$ cat src/rtl/riscv_pkg.sv
// Shared RISC-V front-end definitions: data width, instruction field
// positions, fetch FSM states, buffer entry layout and default reset PC.
// No ports; imported by the fetch unit and its instruction buffer.
package riscv_pkg;

  localparam int XLEN = 32;

  // Instruction field bit positions
  localparam int OP_LSB = 0;
  localparam int OP_MSB = 6;
  localparam int F3_LSB = 12;
  localparam int F3_MSB = 14;
  localparam int F7_LSB = 25;
  localparam int F7_MSB = 31;

  localparam logic [XLEN-1:0] RESET_PC_DEFAULT = 32'h0000_0000;

  typedef enum logic [1:0] {
    IDLE  = 2'd0,
    RUN   = 2'd1,
    FLUSH = 2'd2
  } fetch_state_t;

  // One buffered fetch: 64 bits of {pc, instr}
  typedef struct packed {
    logic [XLEN-1:0] pc;
    logic [XLEN-1:0] instr;
  } fetch_entry_t;

endpackage

$ cat src/rtl/instr_fifo.sv
// Instruction buffer: DEPTH entries of {pc, instr}, head readable combinationally.
// Ports: push/push_data write, pop advances head, flush empties (wins over push/pop),
// count/full/empty status. Latency: a push is visible at the head the next cycle.
module instr_fifo
  import riscv_pkg::*;
#(
  parameter int DEPTH = 4,
  localparam int AW = $clog2(DEPTH),
  localparam int CW = AW + 1
) (
  input  logic         clk,
  input  logic         rst,
  input  logic         push,
  input  fetch_entry_t push_data,
  input  logic         pop,
  input  logic         flush,
  output fetch_entry_t head,
  output logic [CW-1:0] count,
  output logic         full,
  output logic         empty
);

  fetch_entry_t    mem [DEPTH];
  logic [AW-1:0]   wr_ptr;
  logic [AW-1:0]   rd_ptr;
  logic            do_push;
  logic            do_pop;

  assign full    = (count == CW'(DEPTH));
  assign empty   = (count == '0);
  assign do_push = push && !full;
  assign do_pop  = pop && !empty;
  assign head    = mem[rd_ptr];

  // Pointers are AW bits wide, so they wrap at DEPTH (a power of two).
  always_ff @(posedge clk or posedge rst) begin
    if (rst) begin
      wr_ptr <= '0;
      rd_ptr <= '0;
      count  <= '0;
    end else if (flush) begin
      wr_ptr <= '0;
      rd_ptr <= '0;
      count  <= '0;
    end else begin
      if (do_push) wr_ptr <= wr_ptr + 1'b1;
      if (do_pop)  rd_ptr <= rd_ptr + 1'b1;
      count <= count + CW'(do_push) - CW'(do_pop);
    end
  end

  // Storage carries no reset; validity is tracked by count alone.
  always_ff @(posedge clk) begin
    if (do_push && !flush) mem[wr_ptr] <= push_data;
  end

endmodule

$ cat src/rtl/instr_fetch_unit.sv
// RISC-V fetch stage: owns the PC, issues credit-limited word fetches, buffers
// {pc, instr} for decode, drops stale responses after a redirect.
// Ports: imem_req_* (valid/ready request), imem_rsp_* (in-order response),
// redirect/redirect_pc from execute, instr_* plus op/func3/func7 toward decode.
// Latency: response in cycle M -> instr_valid in M+1. Backpressure: instr_ready low
// stalls the head; requests stop once outstanding + buffered reaches DEPTH.
module instr_fetch_unit
  import riscv_pkg::*;
#(
  parameter logic [31:0] RESET_PC = RESET_PC_DEFAULT,
  parameter int          DEPTH    = 4
) (
  input  logic        clk,
  input  logic        rst,
  output logic        imem_req_valid,
  output logic [31:0] imem_req_addr,
  input  logic        imem_req_ready,
  input  logic        imem_rsp_valid,
  input  logic [31:0] imem_rsp_data,
  input  logic        redirect,
  input  logic [31:0] redirect_pc,
  output logic        instr_valid,
  input  logic        instr_ready,
  output logic [31:0] instr,
  output logic [31:0] instr_pc,
  output logic [6:0]  op,
  output logic [2:0]  func3,
  output logic [6:0]  func7
);

  localparam int CW = $clog2(DEPTH) + 1;
  localparam logic [31:0] RESET_PC_ALIGNED = RESET_PC & ~32'h3;

  fetch_state_t  state, state_nxt;
  logic [31:0]   fetch_pc, rsp_pc, redirect_tgt;
  logic [CW-1:0] outstanding, out_nxt, drop_cnt, count;
  logic          credit, req_fire, rsp_ok, push, pop, full, empty;
  fetch_entry_t  head;

  assign redirect_tgt = redirect_pc & ~32'h3;

  // Credit uses registered occupancy only, so one slot is reserved per request.
  assign credit         = ({1'b0, outstanding} + {1'b0, count}) < (CW + 1)'(DEPTH);
  assign imem_req_valid = (state != IDLE) && credit && !redirect;
  assign imem_req_addr  = fetch_pc;
  assign req_fire       = imem_req_valid && imem_req_ready;

  // A response with nothing outstanding is a protocol error and is ignored.
  assign rsp_ok  = imem_rsp_valid && (outstanding != '0);
  // No request fires during a redirect, so out_nxt is also the new drop count.
  assign out_nxt = outstanding + CW'(req_fire) - CW'(rsp_ok);

  assign push = rsp_ok && (drop_cnt == '0) && !redirect;
  assign pop  = instr_valid && instr_ready;

  instr_fifo #(.DEPTH(DEPTH)) u_fifo (
    .clk       (clk),
    .rst       (rst),
    .push      (push),
    .push_data ('{pc: rsp_pc, instr: imem_rsp_data}),
    .pop       (pop),
    .flush     (redirect),
    .head      (head),
    .count     (count),
    .full      (full),
    .empty     (empty)
  );

  assign instr_valid = !empty;
  assign instr       = empty ? '0 : head.instr;
  assign instr_pc    = empty ? '0 : head.pc;
  assign op          = instr[OP_MSB:OP_LSB];
  assign func3       = instr[F3_MSB:F3_LSB];
  assign func7       = instr[F7_MSB:F7_LSB];

  always_comb begin
    state_nxt = state;
    case (state)
      IDLE:    state_nxt = RUN;
      RUN:     if (redirect && (out_nxt != '0)) state_nxt = FLUSH;
      FLUSH: begin
        if (redirect)
          state_nxt = (out_nxt != '0) ? FLUSH : RUN;
        else if ((drop_cnt == '0) || (rsp_ok && (drop_cnt == CW'(1))))
          state_nxt = RUN;
      end
      default: state_nxt = IDLE;
    endcase
  end

  always_ff @(posedge clk or posedge rst) begin
    if (rst) begin
      state       <= IDLE;
      fetch_pc    <= RESET_PC_ALIGNED;
      rsp_pc      <= RESET_PC_ALIGNED;
      outstanding <= '0;
      drop_cnt    <= '0;
    end else begin
      state       <= state_nxt;
      outstanding <= out_nxt;
      if (redirect) begin
        fetch_pc <= redirect_tgt;
        rsp_pc   <= redirect_tgt;
        drop_cnt <= out_nxt;
      end else begin
        if (req_fire) fetch_pc <= fetch_pc + 32'd4;
        if (rsp_ok) begin
          if (drop_cnt != '0) drop_cnt <= drop_cnt - 1'b1;
          else                rsp_pc   <= rsp_pc + 32'd4;
        end
      end
    end
  end

  push_into_full: assert property (@(posedge clk) disable iff (rst) !(push && full));

endmodule

$ cat config.mk
export PLATFORM = sky130hd
export DESIGN_NAME = instr_fetch_unit
export DESIGN_NICKNAME = d
export VERILOG_FILES = /design/src/rtl/riscv_pkg.sv /design/src/rtl/instr_fifo.sv /design/src/rtl/instr_fetch_unit.sv
export SDC_FILE = /design/constraint.sdc
export NUM_CORES = 1
export LEC_CHECK = 0
export BUFFER_PORTS_ARGS = -buffer_cell sky130_fd_sc_hd__buf_2
export CAP_MARGIN = 20
export CORE_MARGIN = 4
export CORE_UTILIZATION = 41
export DETAILED_ROUTE_END_ITERATION = 8
export GPL_ROUTABILITY_DRIVEN = 1
export PLACE_DENSITY = 0.65
export SLEW_MARGIN = 15
export SYNTH_ARGS = -nofsm -noshare
export SYNTH_HDL_FRONTEND = slang
export SYNTH_SLANG_ARGS = --single-unit
$ cat constraint.sdc
create_clock -name clk -period 4.7 [get_ports clk]
set_input_delay 0.235 -clock clk [delete_from_list [all_inputs] [get_ports clk]]
set_output_delay 0.235 -clock clk [all_outputs]
set_load 0.005 [all_outputs]
Yosys cells after proc, flatten, opt, wreduce, memory -nomap -nowiden
Memories as Yosys holds them, arrays and structs flattened.
Cells that the tools add are included.
- register bits after elaboration: 79
- memory bits (writable): 256
- logic and storage cells: 80
- memories: 1
- add/subtract/negate cells: 10
- $lt $le $gt $ge: 1
- equality and inequality tests: 7
- mux-type cells: 22
- reductions and logical operators: 31
- memories (name ; depth ; bits a word ; read ports ; clocked after Yosys merged registers in ; wr ports ; RTL line ; RTL):
    u_fifo.mem ; 4 ; 64 ; 1 ; 0 ; 1 ; instr_fifo.sv:23 ; fetch_entry_t mem [DEPTH];
- operators by type and width (cell ; count):
    $mux 32 ; 7
    $add 32x3->32 const B ; 2
    $mux 2 ; 8
    $logic_and 1x1->1 ; 12
    $mux 3 ; 4
    $reduce_bool 2->1 ; 6
    $reduce_bool 3->1 ; 3
    $add 3x1->3 ; 2
    $logic_not 3->1 ; 2
    $pmux 2 s3 ; 1
    $reduce_and 2->1 ; 3
    $sub 3x1->3 ; 2
    $add 2x1->2 const B ; 2
    $add 3x3->4 ; 1
    $lt 4x3->1 const B ; 1
    $ne 2x2->1 const B ; 2
    $eq 3x1->1 const B ; 1
    $eq 3x3->1 const B ; 1
    $logic_not 1->1 ; 3
    $ne 3x3->1 const B ; 1
    $sub 3x1->3 const B ; 1
    $eq 2x1->1 const B ; 1
    $eq 2x2->1 const B ; 1
    $logic_not 2->1 ; 1
    other kinds (2) ; 3

Logic depth before layout (Yosys ltp)
Gate-level depths: netlist (run 1).
- word-level depth: 11
- depth in mapped cells: 13

By module
Synthesis (run 1) repeated with hierarchy kept, for this count alone.
- cells, all modules: 907
- area total of the unflattened synthesis: 14246.2 um^2
- by module, submodules not included (module ; times used ; cells an instance ; area each (um^2) ; seq. area each (um^2)):
    instr_fifo ; 1 ; 383 ; 9688.0 ; 7862.5
    instr_fetch_unit ; 1 ; 524 ; 4558.1 ; 1701.6

Worst setup path before layout (run 1)
No wires, ideal clock.
- path type: reg-to-reg
- from: register drop_cnt[0]
- to: memory u_fifo.mem[0][0] (netlist bit) (enable)
- arrival time: 3149 ps
- setup slack: 1125 ps
- stages on the path, launching flop included: 6
- buffers on the path: 0
- clock period less this slack: 3575 ps
- path through: dfrtp_1 -> inv_1 -> ha_1 -> nand3b_1 -> a2111oi_1 -> and2_1
- cells in the longest elaborated chain, start to end: 7
- RTL lines (element ; RTL line ; RTL):
    start, declared ; instr_fetch_unit.sv:36 ; logic [CW-1:0] outstanding, out_nxt, drop_cnt, count;
    start signal, assigned ; instr_fetch_unit.sv:104 ; drop_cnt <= out_nxt;
    start signal, assigned ; instr_fetch_unit.sv:108 ; if (drop_cnt != '0) drop_cnt <= drop_cnt - 1'b1;
    $logic_not 3->1 ; instr_fetch_unit.sv:53 ; assign push = rsp_ok && (drop_cnt == '0) && !redirect;
    $logic_and 1x1->1 (2 in series) ; instr_fetch_unit.sv:53 ;
    $logic_and 1x1->1 ; instr_fifo.sv:31 ; assign do_push = push && !full;
    $logic_and 1x1->1 ; instr_fifo.sv:54 ; if (do_push && !flush) mem[wr_ptr] <= push_data;
    $mux 1 ; instr_fifo.sv:54 ;
    $mux 1 (implied by the code) ; instr_fifo.sv:54 ;
    end, declared ; instr_fifo.sv:23 ;
No other way between the ends.

Worst setup path in the final report (run 1)
- from: register outstanding[2]
- to: register state[1]
- cells in the longest elaborated chain, start to end: 11
- elaborated cells on any way between the ends: 19
- RTL lines (element ; RTL line ; RTL):
    start, declared ; instr_fetch_unit.sv:36 ;
    start signal, assigned ; instr_fetch_unit.sv:100 ; outstanding <= out_nxt;
    $add 3x3->4 ; instr_fetch_unit.sv:43 ; assign credit = ({1'b0, outstanding} + {1'b0, count}) < (CW + 1)'(DEPTH);
    $lt 4x3->1 ; instr_fetch_unit.sv:43 ;
    $logic_and 1x1->1 (2 in series) ; instr_fetch_unit.sv:44 ; assign imem_req_valid = (state != IDLE) && credit && !redirect;
    $logic_and 1x1->1 ; instr_fetch_unit.sv:46 ; assign req_fire = imem_req_valid && imem_req_ready;
    $add 3x1->3 ; instr_fetch_unit.sv:51 ; assign out_nxt = outstanding + CW'(req_fire) - CW'(rsp_ok);
    $sub 3x1->3 (*) ; instr_fetch_unit.sv:51 ;
    net out_nxt[2] ; instr_fetch_unit.sv:36 ;
    $reduce_bool 3->1 (*) ; instr_fetch_unit.sv:80, instr_fetch_unit.sv:83 ;
    $mux 2 / $logic_and 1x1->1 (equally long branches) ; instr_fetch_unit.sv:83, instr_fetch_unit.sv:80 ;
    $mux 2 / $ne 2x2->1 (equally long branches) ; -- ;
    $pmux 2 s3 / $reduce_and 2->1 (equally long branches) ; -- ;
    end signal, assigned ; instr_fetch_unit.sv:99 ; state <= state_nxt;
    end, declared ; instr_fetch_unit.sv:34 ; fetch_state_t state, state_nxt;
Mark *: on every way through the listed nets, which the timed path passes. The rest lies on a longest branch.
A chain may end at the register's enable or synchronous reset.

==> impl_metrics.tcl, run 1 <==
set metrics [dict create \
    vias_per_cell 5.29 \
    endpoint_kind "flip-flop" \
    tightestPinTransition_ns 0.987 \
    final.setup.tns_ns 0 \
    die_width_um 192 \
    hold_violations 0 \
    cts.path.max_buffers 3 \
    outcome "complete, no violations" \
    drv_cap 0 \
    required_ns 5.08 \
    overflow 0 \
    dp_hpwl_mm 18.4 \
    cp-start-kind "flip-flop" \
    worst_ir_drop_vdd_v 0.000242 \
    synth_cell_types 48 \
    cts_num_sinks 323 \
    grtUsageTotal 0.163 \
    post-place-ws_ns 1.46 \
    synth_xor_area_frac 0.0241 \
    synth_area_um2 13800 \
    fin_skew_ns 0.0155 \
    hold_path.class "in -> async" \
    drive_gt1_frac 0.285 \
    cp_num_buf_inv 2 \
    post-route-period-util 0.689 \
    final_cell_mix "edfxtp_1 (248), buf_2 (178), dfrtp_1 (73), and2_1 (66)" \
    io_pins 185 \
    fp-row-count 66 \
    htreeDepth 2 \
    gp_congestion 0.854 \
    max_slew_margin 0.342 \
    ctsResizeCount 0 \
    cp_max_fo 16 \
    synth_compound_area_frac 0.0428 \
    max_freq_ghz 0.309 \
    fillers 2837 \
    syn_inst 893 \
    num_vias 8285 \
    clk_pin_slew_ns 0.06 \
    synthArstFlopShare 0.232 \
    drt_iter0_markers 594 \
    cts_tree "built" \
    crit_path_max_incr_delay_ns 0.47 \
    worstSkewPairLatency_ns 0.50 \
    leakagePower_nw 5.97 \
    synthSimpleGateAreaFrac 0.103 \
    drt_wl_total_mm 29.8 \
    synth_seq_area_share 0.675 \
    grt_pass1_wl_mm 47.0 \
    period_needed_ns 3.24 \
    finalPower_w 0.00802 \
    drtPass1Iterations 4 \
    start_util 0.420 \
    nNetsFinal 1186 \
    setup_viol 0 \
    synth_top_family_by_area "multiplexers" \
    muxShareOfSynthArea 0.107 \
    routedWlPerCell_um 19.0 \
    crit_chain "ha_1, nor4_4, o2111a_2, inv_2, ha_1, inv_1, ha_1, fa_1, xnor2_1, o31a_1, o21ai_0, o21ai_0" \
    grt_pass1_vias 8350 \
    port-buffer-count 178 \
    grt_max_degree 76 \
    cts-root-buf "clkbuf_16" \
    synthFlopType "edfxtp_1" \
    fp.dieH_um 192 \
    core_area_um2 32900 \
    cts_buffers 35 \
    final_common_cell "edfxtp_1" \
    drc 0 \
    grt_setup_unrepaired "false" \
    synth_fa_ha_area_frac 0.0165 \
    synth_edf_count 248 \
    die-area_um2 36700 \
    crit_top_cell "ha_1" \
    yosysWarnings 0 \
    postSynthAreaPerCell_um2 15.5 \
    detail-route-antenna-nets 0 \
    fin_ws_ns 1.46 \
    diodes 0 \
    power_density_nw_per_um2 483 \
    antenna_found_initial 1 \
    cp_slowest_cell "o2111a_2" \
    ys_seq_elements 323 \
    crit_family "adder cells" \
    crit_type "reg -> reg" \
    area_growth_pct 20.2 \
    cp.arrival_ns 3.62 \
    slew_violations 0 \
]
-- state kept, by name, summed over array words and instances, names as in the netlist --
register       cells
rsp_pc            30
u_fifo.mem       248
imem_req_addr     30
outstanding        3
state              2
u_fifo.count       3
u_fifo.rd_ptr      2
u_fifo.wr_ptr      2
drop_cnt           3
-- kinds of logic after synthesis --
group | count (synthesis)
simple gates | 262
compound gates | 94
buf+inv | 88
flops | 323
fa+ha+maj | 17
xor+xnor | 38
mux | 70
other cells | 1
-- area by class of cell --
class	count	area, um^2	area share
sequential	323	9330	0.562
clock buffer	47	963	0.0581
clock inverter	14	143	0.00860
tap	442	553	0.0333
multi-input combinational	485	4080	0.246
timing repair buffer	230	1440	0.0866
inverter	24	90.1	0.00543
-- final timing paths --
| kind | start | to | slack, ns | cells after the start |
|---|---|---|---|---|
| worst max-delay path | outstanding[2] | state[1] | 1.46 | 12 |
| worst min register to register | imem_req_addr[21] | imem_req_addr[21] | 0.53 | 1 |
| min in group clk | redirect_pc[7] | rsp_pc[7] | 0.02 | 3 |
| worst min-delay path | rst | imem_req_addr[28] | 0.02 | 3 |
| worst max register to register | outstanding[2] | state[1] | 1.46 | 12 |
| max in group asynchronous | rst | u_fifo.rd_ptr[0] | 3.93 | 3 |
-- routing by layer --
layer	wire length [um]	share of wire	up-vias	GRT usage
met4	458	0.015	2	0.0326
met2	13600	0.46	288	0.253
li1	-	-	3804	-
met5	8	0.00027	-	0
met1	13800	0.46	4147	0.243
met3	1980	0.067	44	0.0305
-- synth_stat cells (2+ instances only) --
| library cell | n | area (um^2) |
|---|---|---|
| a21oi_1 | 6 | 30.0 |
| a31oi_1 | 7 | 43.8 |
| and2_1 | 70 | 438 |
| and3_1 | 4 | 25.0 |
| and4_1 | 5 | 43.8 |
| buf_1 | 6 | 22.5 |
| buf_2 | 6 | 30.0 |
| buf_4 | 21 | 158 |
| clkbuf_1 | 30 | 113 |
| dfrtp_1 | 75 | 1880 |
| edfxtp_1 | 248 | 7450 |
| fa_1 | 2 | 40.0 |
| ha_1 | 15 | 188 |
| inv_1 | 23 | 86.3 |
| mux2_2 | 6 | 67.6 |
| mux2i_1 | 2 | 20.0 |
| mux4_2 | 62 | 1400 |
| nand2_1 | 62 | 233 |
| nand3_1 | 37 | 185 |
| nand3b_1 | 6 | 45.0 |
| nand4_1 | 16 | 100 |
| nor2_1 | 19 | 71.3 |
| nor2b_1 | 2 | 12.5 |
| nor3_1 | 14 | 70.1 |
| nor4_1 | 13 | 81.3 |
| o211ai_1 | 20 | 150 |
| o21a_1 | 3 | 22.5 |
| o21ai_0 | 45 | 225 |
| o311ai_0 | 6 | 52.6 |
| o31a_1 | 2 | 17.5 |
| or2_2 | 2 | 12.5 |
| or3_1 | 4 | 25.0 |
| or4_1 | 3 | 22.5 |
| xnor2_1 | 29 | 254 |
| xor2_1 | 9 | 78.8 |
-- metrics by stage --
step,hold slack [ns],util,cell area (um^2),cells
6_report,0.0210,0.505,16600,1565
5_1_grt,0.0379,0.505,16600,1565
4_1_cts,0.00619,0.505,16600,1565
3_5_place_dp,0.452,0.460,15100,1467
3_3_place_gp,0.450,0.460,15100,1467
2_1_floorplan,0.334,-,13800,896
-- worst reg2reg max path, cell delays in order, from the launching register on --
cell and delay (ns):
dfrtp_1 0.41, ha_1 0.34, nor4_4 0.23, o2111a_2 0.47
inv_2 0.07, ha_1 0.27, inv_1 0.04, ha_1 0.18
fa_1 0.38, xnor2_1 0.17, o31a_1 0.28, o21ai_0 0.18
o21ai_0 0.10
-- power by group --
| part | internal (W) | leakage, nW | total (W) | switching [W] |
|---|---|---|---|---|
| Clock | 0.00160 | 0.533 | 0.00264 | 0.00104 |
| Combinational | 0.000967 | 2.29 | 0.00190 | 0.000929 |
| Sequential | 0.00327 | 3.15 | 0.00349 | 0.000220 |
-- repair_timing --
action | in CTS | in global routing
hold buffers | 37 | 0
endpoints found under the hold margin | 136 | 0
buffers inserted | 0 | 0
(Power assumes the default switching activity.)
==> inputs of run 2 (changes only) <==
--- a/config.mk
+++ b/config.mk
@@ -11,7 +11,7 @@
 export CORE_UTILIZATION = 41
 export DETAILED_ROUTE_END_ITERATION = 8
 export GPL_ROUTABILITY_DRIVEN = 1
-export PLACE_DENSITY = 0.65
+export PLACE_DENSITY = 0.67
 export SLEW_MARGIN = 15
 export SYNTH_ARGS = -nofsm -noshare
 export SYNTH_HDL_FRONTEND = slang
==> constraint.sdc (replaced) <==
create_clock -name clk -period 2.8 [get_ports clk]
set_input_delay 0.14 -clock clk [delete_from_list [all_inputs] [get_ports clk]]
set_output_delay 0.14 -clock clk [all_outputs]
set_load 0.005 [all_outputs]
==> run 2 against run 1 <==
Utilization rose by 1.6 points; critical endpoint is now state[0]; largest cell class unchanged; routed wire length is 1.9% higher; clock skew is 0.0058 ns higher; sequential power grew 66%; global-route usage is 0.31 points higher; clock power increased by 73%; cell count rose by 2.6%; die area is the same; power up 73%.
==> impl_metrics.tcl, run 2 (same netlist as run 1, synthesis figures left out) <==
set metrics [dict create \
    nNetsFinal 1229 \
    cts_buffers 36 \
    p_clk_frac 0.328 \
    fillers 2727 \
    drt_wl_total_mm 30.3 \
    outcome "complete, no violations" \
    slew_violations 0 \
    drt_iter0_markers 473 \
    io_pins 185 \
    endpoint_kind "flip-flop" \
    cp_num_buf_inv 2 \
    hold_path.class "in -> reg" \
    seqPwrFrac 0.418 \
    worst_ir_drop_vdd_v 0.000443 \
    hold_violations 0 \
    vias_per_cell 5.26 \
    ff2ff_setup_slack_ns 0.04 \
    die_width_um 192 \
    post-place-ws_ns -0.0320 \
    detail-route-antenna-nets 0 \
    cp.arrival_ns 3.21 \
    required_ns 3.25 \
    grtUsageTotal 0.166 \
    cts.path.max_buffers 3 \
    port-buffer-count 178 \
    start_util 0.420 \
    leakagePower_nw 6.20 \
    gp_congestion 0.840 \
    crit_chain "ha_2, nor4_4, o2111a_2, inv_2, ha_4, inv_2, ha_4, fa_2, xnor2_2, o31a_1, o21ai_2, and2_1" \
    ff2ff_path_depth 12 \
    fin_ws_ns 0.0436 \
    drc 0 \
    drv_cap 0 \
    cp_slowest_cell "dfrtp_1" \
    cp-start-kind "flip-flop" \
    overflow 0 \
    fin_skew_ns 0.0213 \
    max_slew_margin 0.252 \
    top_register "u_fifo.mem" \
    setup_viol 0 \
    grt_max_degree 70 \
    htreeDepth 2 \
    cts_tree "built" \
    worstReg2RegStart "u_fifo.count[1]" \
    grt_pass1_vias 8611 \
    cts-root-buf "clkbuf_16" \
    power_density_nw_per_um2 812 \
    area_growth_pct 23.9 \
    endpoint "state[0]" \
    core_area_um2 32900 \
    reg2reg_to "state[0]" \
    tightestPinTransition_ns 1.12 \
    crit_family "adder cells" \
    crit_path_max_incr_delay_ns 0.39 \
    internal-power_w 0.0101 \
    period_needed_ns 2.76 \
    switching_share 0.274 \
    largest_register_ffs 248 \
    num_vias 8449 \
    path_depth 12 \
    max_freq_ghz 0.363 \
    cp_max_fo 3 \
    p_sw_w 0.00380 \
    p_comb_frac 0.254 \
    die-area_um2 36700 \
    crit_type "reg -> reg" \
    final_cell_mix "edfxtp_1 (248), buf_2 (178), dfrtp_1 (73), and2_1 (66), dlygate4sd3_1 (63)" \
    fin_cells 1606 \
    routedWlPerCell_um 18.9 \
    dp_hpwl_mm 19.3 \
    drtPass1Iterations 5 \
    drive_gt1_frac 0.303 \
    grt_setup_unrepaired "true" \
    final_common_cell "edfxtp_1" \
    grt_pass1_wl_mm 48.1 \
    diodes 0 \
    fp-row-count 66 \
    cts_num_sinks 323 \
    clk_pin_slew_ns 0.06 \
    post-route-period-util 0.984 \
    placed_cells 1479 \
    critPathLaunch "u_fifo.count[1]" \
    antenna_found_initial 1 \
    worstSkewPairLatency_ns 0.51 \
    fp.dieH_um 192 \
]
==> run 2: cell types whose count changed in the layout (fill, tap and decap cells not counted), sizes merged <==
cell and delta:
clkinvlp +2, dlygate4sd3 +26, buf +16, clkbuf -3
==> run 2: what timing repair did <==
item	in CTS	in global routing
endpoints found under the hold margin	221	0
pin swaps	4	4
resized for setup	2	2
setup endpoints to repair	2	2
cloned	0	0
setup buffers	2	2
hold buffers	63	0
==> run 2: worst min path at each step <==
stage	start	to	slack [ns]	cells after the start
6_report	instr_ready	u_fifo.rd_ptr[0]	0.15	4
5_1_grt	instr_ready	u_fifo.rd_ptr[0]	0.20	4
4_1_cts	instr_ready	u_fifo.rd_ptr[0]	0.13	4
3_5_place_dp	rst	imem_req_addr[22]	0.33	2
3_3_place_gp	rst	imem_req_addr[25]	0.33	2
2_1_floorplan	imem_rsp_data[0]	u_fifo.mem[0][0]	0.24	0
==> run 2: tightest hold or removal path: stages <==
cell and delay [ns]:
buf_2 0.11, and2_1 0.20, xnor2_1 0.08, nor2_1 0.08
==> run 2: per-layer routing <==
metal	track usage	part of all wire
met5	0	0.00023
met4	0.0343	0.014
met3	0.0312	0.069
met2	0.271	0.47
met1	0.236	0.45
==> run 2: per-stage QoR <==
stage	cell area (um^2)	util	TNS, ns	power [W]	hold slack, ns
2_1_floorplan	13900	-	-32.33	0.00808	0.239
5_1_grt	17100	0.521	-0.0745	0.0147	0.204
3_5_place_dp	15300	0.465	-0.0626	0.00932	0.333
4_1_cts	17100	0.520	-0.00282	0.0140	0.135
3_3_place_gp	15300	0.465	0	0.00925	0.327
6_report	17100	0.521	0	0.0139	0.148
==> run 2: cell type report <==
cell class / instances / area (um^2) / share of cell area
timing repair buffer: 272 / 1850 / 0.108
clock buffer: 44 / 992 / 0.0580
clock inverter: 16 / 158 / 0.00921
inverter: 24 / 90.1 / 0.00527
sequential: 323 / 9330 / 0.545
multi-input combinational: 485 / 4130 / 0.242
tap: 442 / 553 / 0.0323
==> run 2: power by group through the flow <==
stage	logic (W)	registers [W]	clock network, W
detailed placement	0.00343	0.00589	0
floorplan	0.00229	0.00579	0
finish	0.00352	0.00580	0.00456
global route	0.00394	0.00585	0.00491
global placement	0.00338	0.00587	0
CTS	0.00356	0.00580	0.00468
==> inputs of run 3 (changes only) <==
--- a/config.mk
+++ b/config.mk
@@ -8,10 +8,10 @@
 export BUFFER_PORTS_ARGS = -buffer_cell sky130_fd_sc_hd__buf_2
 export CAP_MARGIN = 20
 export CORE_MARGIN = 4
-export CORE_UTILIZATION = 41
+export CORE_UTILIZATION = 30
 export DETAILED_ROUTE_END_ITERATION = 8
 export GPL_ROUTABILITY_DRIVEN = 1
-export PLACE_DENSITY = 0.67
+export PLACE_DENSITY = 0.54
 export SLEW_MARGIN = 15
 export SYNTH_ARGS = -nofsm -noshare
 export SYNTH_HDL_FRONTEND = slang
==> run 3 against run 2 <==
Non-clock buffer count rose by 1; via count is 0.75% lower; fmax is 1.8% higher; sequential power up 0.7%; first-iteration DRC count rose by 18%; combinational power increased by 1%; sequential share of layout area down 0.74 points; clock power up 3%; critical endpoint unchanged.
==> impl_metrics.tcl, run 3 (same netlist as run 1, synthesis figures left out) <==
set metrics [dict create \
    outcome "complete, no violations" \
    finalPower_w 0.0141 \
    vias_per_cell 4.74 \
    fp.dieH_um 223 \
    hold_violations 0 \
    drc 0 \
    cp-start-kind "flip-flop" \
    cp.arrival_ns 3.18 \
    fin_cells 1769 \
    min_to "u_fifo.rd_ptr[0]" \
    grt_setup_unrepaired "true" \
    holdPathStages 4 \
    placed_cells 1640 \
    required_ns 3.28 \
    wl_met2_mm 15.7 \
    start_util 0.304 \
    drtPass1Iterations 6 \
    holdCritStartpoint "instr_ready" \
    grt_pass1_wl_mm 52.2 \
    clk_pin_slew_ns 0.06 \
    grt_max_degree 76 \
    fin_ws_ns 0.0920 \
    routedWlPerCell_um 18.9 \
    leakagePower_nw 6.22 \
    endpoint_kind "flip-flop" \
    worstReg2RegStart "u_fifo.count[2]" \
    cts_tree "built" \
    postPlaceCellArea_um2 15500 \
    port-buffer-count 178 \
    io_pins 185 \
    gp_congestion 0.812 \
    post-place-ws_ns 0.00708 \
    largest_register_ffs 248 \
    detail-route-antenna-nets 0 \
    drive_gt1_frac 0.306 \
    cts.path.max_buffers 3 \
    wl_met3_mm 1.72 \
    drt_wl_total_mm 33.4 \
    final_cell_mix "edfxtp_1 (248), buf_2 (178), dfrtp_1 (73), and2_1 (66), dlygate4sd3_1 (63)" \
    area_growth_pct 25.6 \
    max_slew_margin 0.289 \
    max_freq_ghz 0.369 \
    tightestPinTransition_ns 1.06 \
    num_vias 8386 \
    hold_path.class "in -> reg" \
    cts_buffers 37 \
    utilization 0.381 \
    fp-row-count 78 \
    overflow 0 \
    die-area_um2 49500 \
    post-route-period-util 0.967 \
    reg2reg_to "state[0]" \
    nNetsFinal 1231 \
    slew_violations 0 \
    setup_viol 0 \
    htreeDepth 2 \
    top_register "u_fifo.mem" \
    diodes 0 \
    grt_pass1_vias 8679 \
    ff2ff_setup_slack_ns 0.09 \
    die_width_um 223 \
    drv_cap 0 \
    fin_area_um2 17300 \
    routed.top_layer "met4" \
    power_density_nw_per_um2 814 \
    cp_max_fo 3 \
    antenna_found_initial 0 \
    drt_iter0_markers 560 \
    grtUsageTotal 0.134 \
    cts_num_sinks 323 \
    crit_type "reg -> reg" \
    fin_skew_ns 0.0190 \
    m1WireLength_mm 15.3 \
    worst_ir_drop_vdd_v 0.000412 \
    core_area_um2 45500 \
    period_needed_ns 2.71 \
    cts-root-buf "clkbuf_16" \
    worstSkewPairLatency_ns 0.54 \
    final_common_cell "edfxtp_1" \
    ff2ff_path_depth 12 \
    dp_hpwl_mm 21.3 \
]
## run 3: cell count changes in the layout (fill, tap and decap cells not counted), sizes merged
cell,before,now
clkbuf,44,41
clkinvlp,3,4
bufinv,3,4
buf,209,210
clkinv,10,14
inv,24,25
## run 3: critical path: stages (launching register included)
cell and delay, ns:
dfrtp_1 0.40, ha_4 0.25, nor4_4 0.22, o2111a_2 0.25, inv_2 0.05, ha_4 0.25, inv_2 0.03, ha_4 0.14
fa_2 0.35, xnor2_2 0.14, o31a_1 0.29, o21ai_2 0.13, and2_1 0.13
## run 3: how the worst max path moves through the flow
stage,slack [ns],end,from
2_1_floorplan,-0.17,u_fifo.mem[1][0],drop_cnt[0]
3_3_place_gp,0.03,state[0],u_fifo.count[2]
3_5_place_dp,0.007,state[1],u_fifo.count[2]
4_1_cts,0.006,state[1],u_fifo.count[2]
5_1_grt,-0.05,state[0],outstanding[1]
6_report,0.09,state[0],u_fifo.count[2]
## run 3: area by class of cell
type                    count  area (um^2)
flip-flops and latches    323         9330
inverters                  24         90.1
multi-input cells         485         4130
well taps                 600          751
repair buffers            273         1870
fillers                  4351        28100
clock buffers              41          941
clock inverters            23          225
## run 3: repair_timing
| item | in CTS | in global routing |
|---|---|---|
| buffers inserted | 0 | 2 |
| hold buffers | 63 | 0 |
| hold endpoints to repair | 263 | 0 |
| endpoints found under the setup margin | 0 | 2 |
| gates resized for setup | 0 | 4 |
## run 3: routing by layer
| metal | GRT usage | up-vias |
|---|---|---|
| met3 | 0.0304 | 44 |
| met1 | 0.188 | 4231 |
| met2 | 0.214 | 211 |
| met5 | 0 | - |
| met4 | 0.0310 | 0 |
| li1 | - | 3900 |
## run 3: stage by stage
step	hold slack, ns	TNS (ns)
after floorplan	0.239	-32.33
after detailed placement	0.277	0
after global routing	0.116	-0.0899
after global placement	0.267	0
final	0.133	0
after CTS	0.0868	0
## run 3: where the power goes
part           switching (W)  internal (W)
clock                0.00192       0.00279
combinational        0.00172       0.00184
sequential          0.000353       0.00548
total                0.00399        0.0101
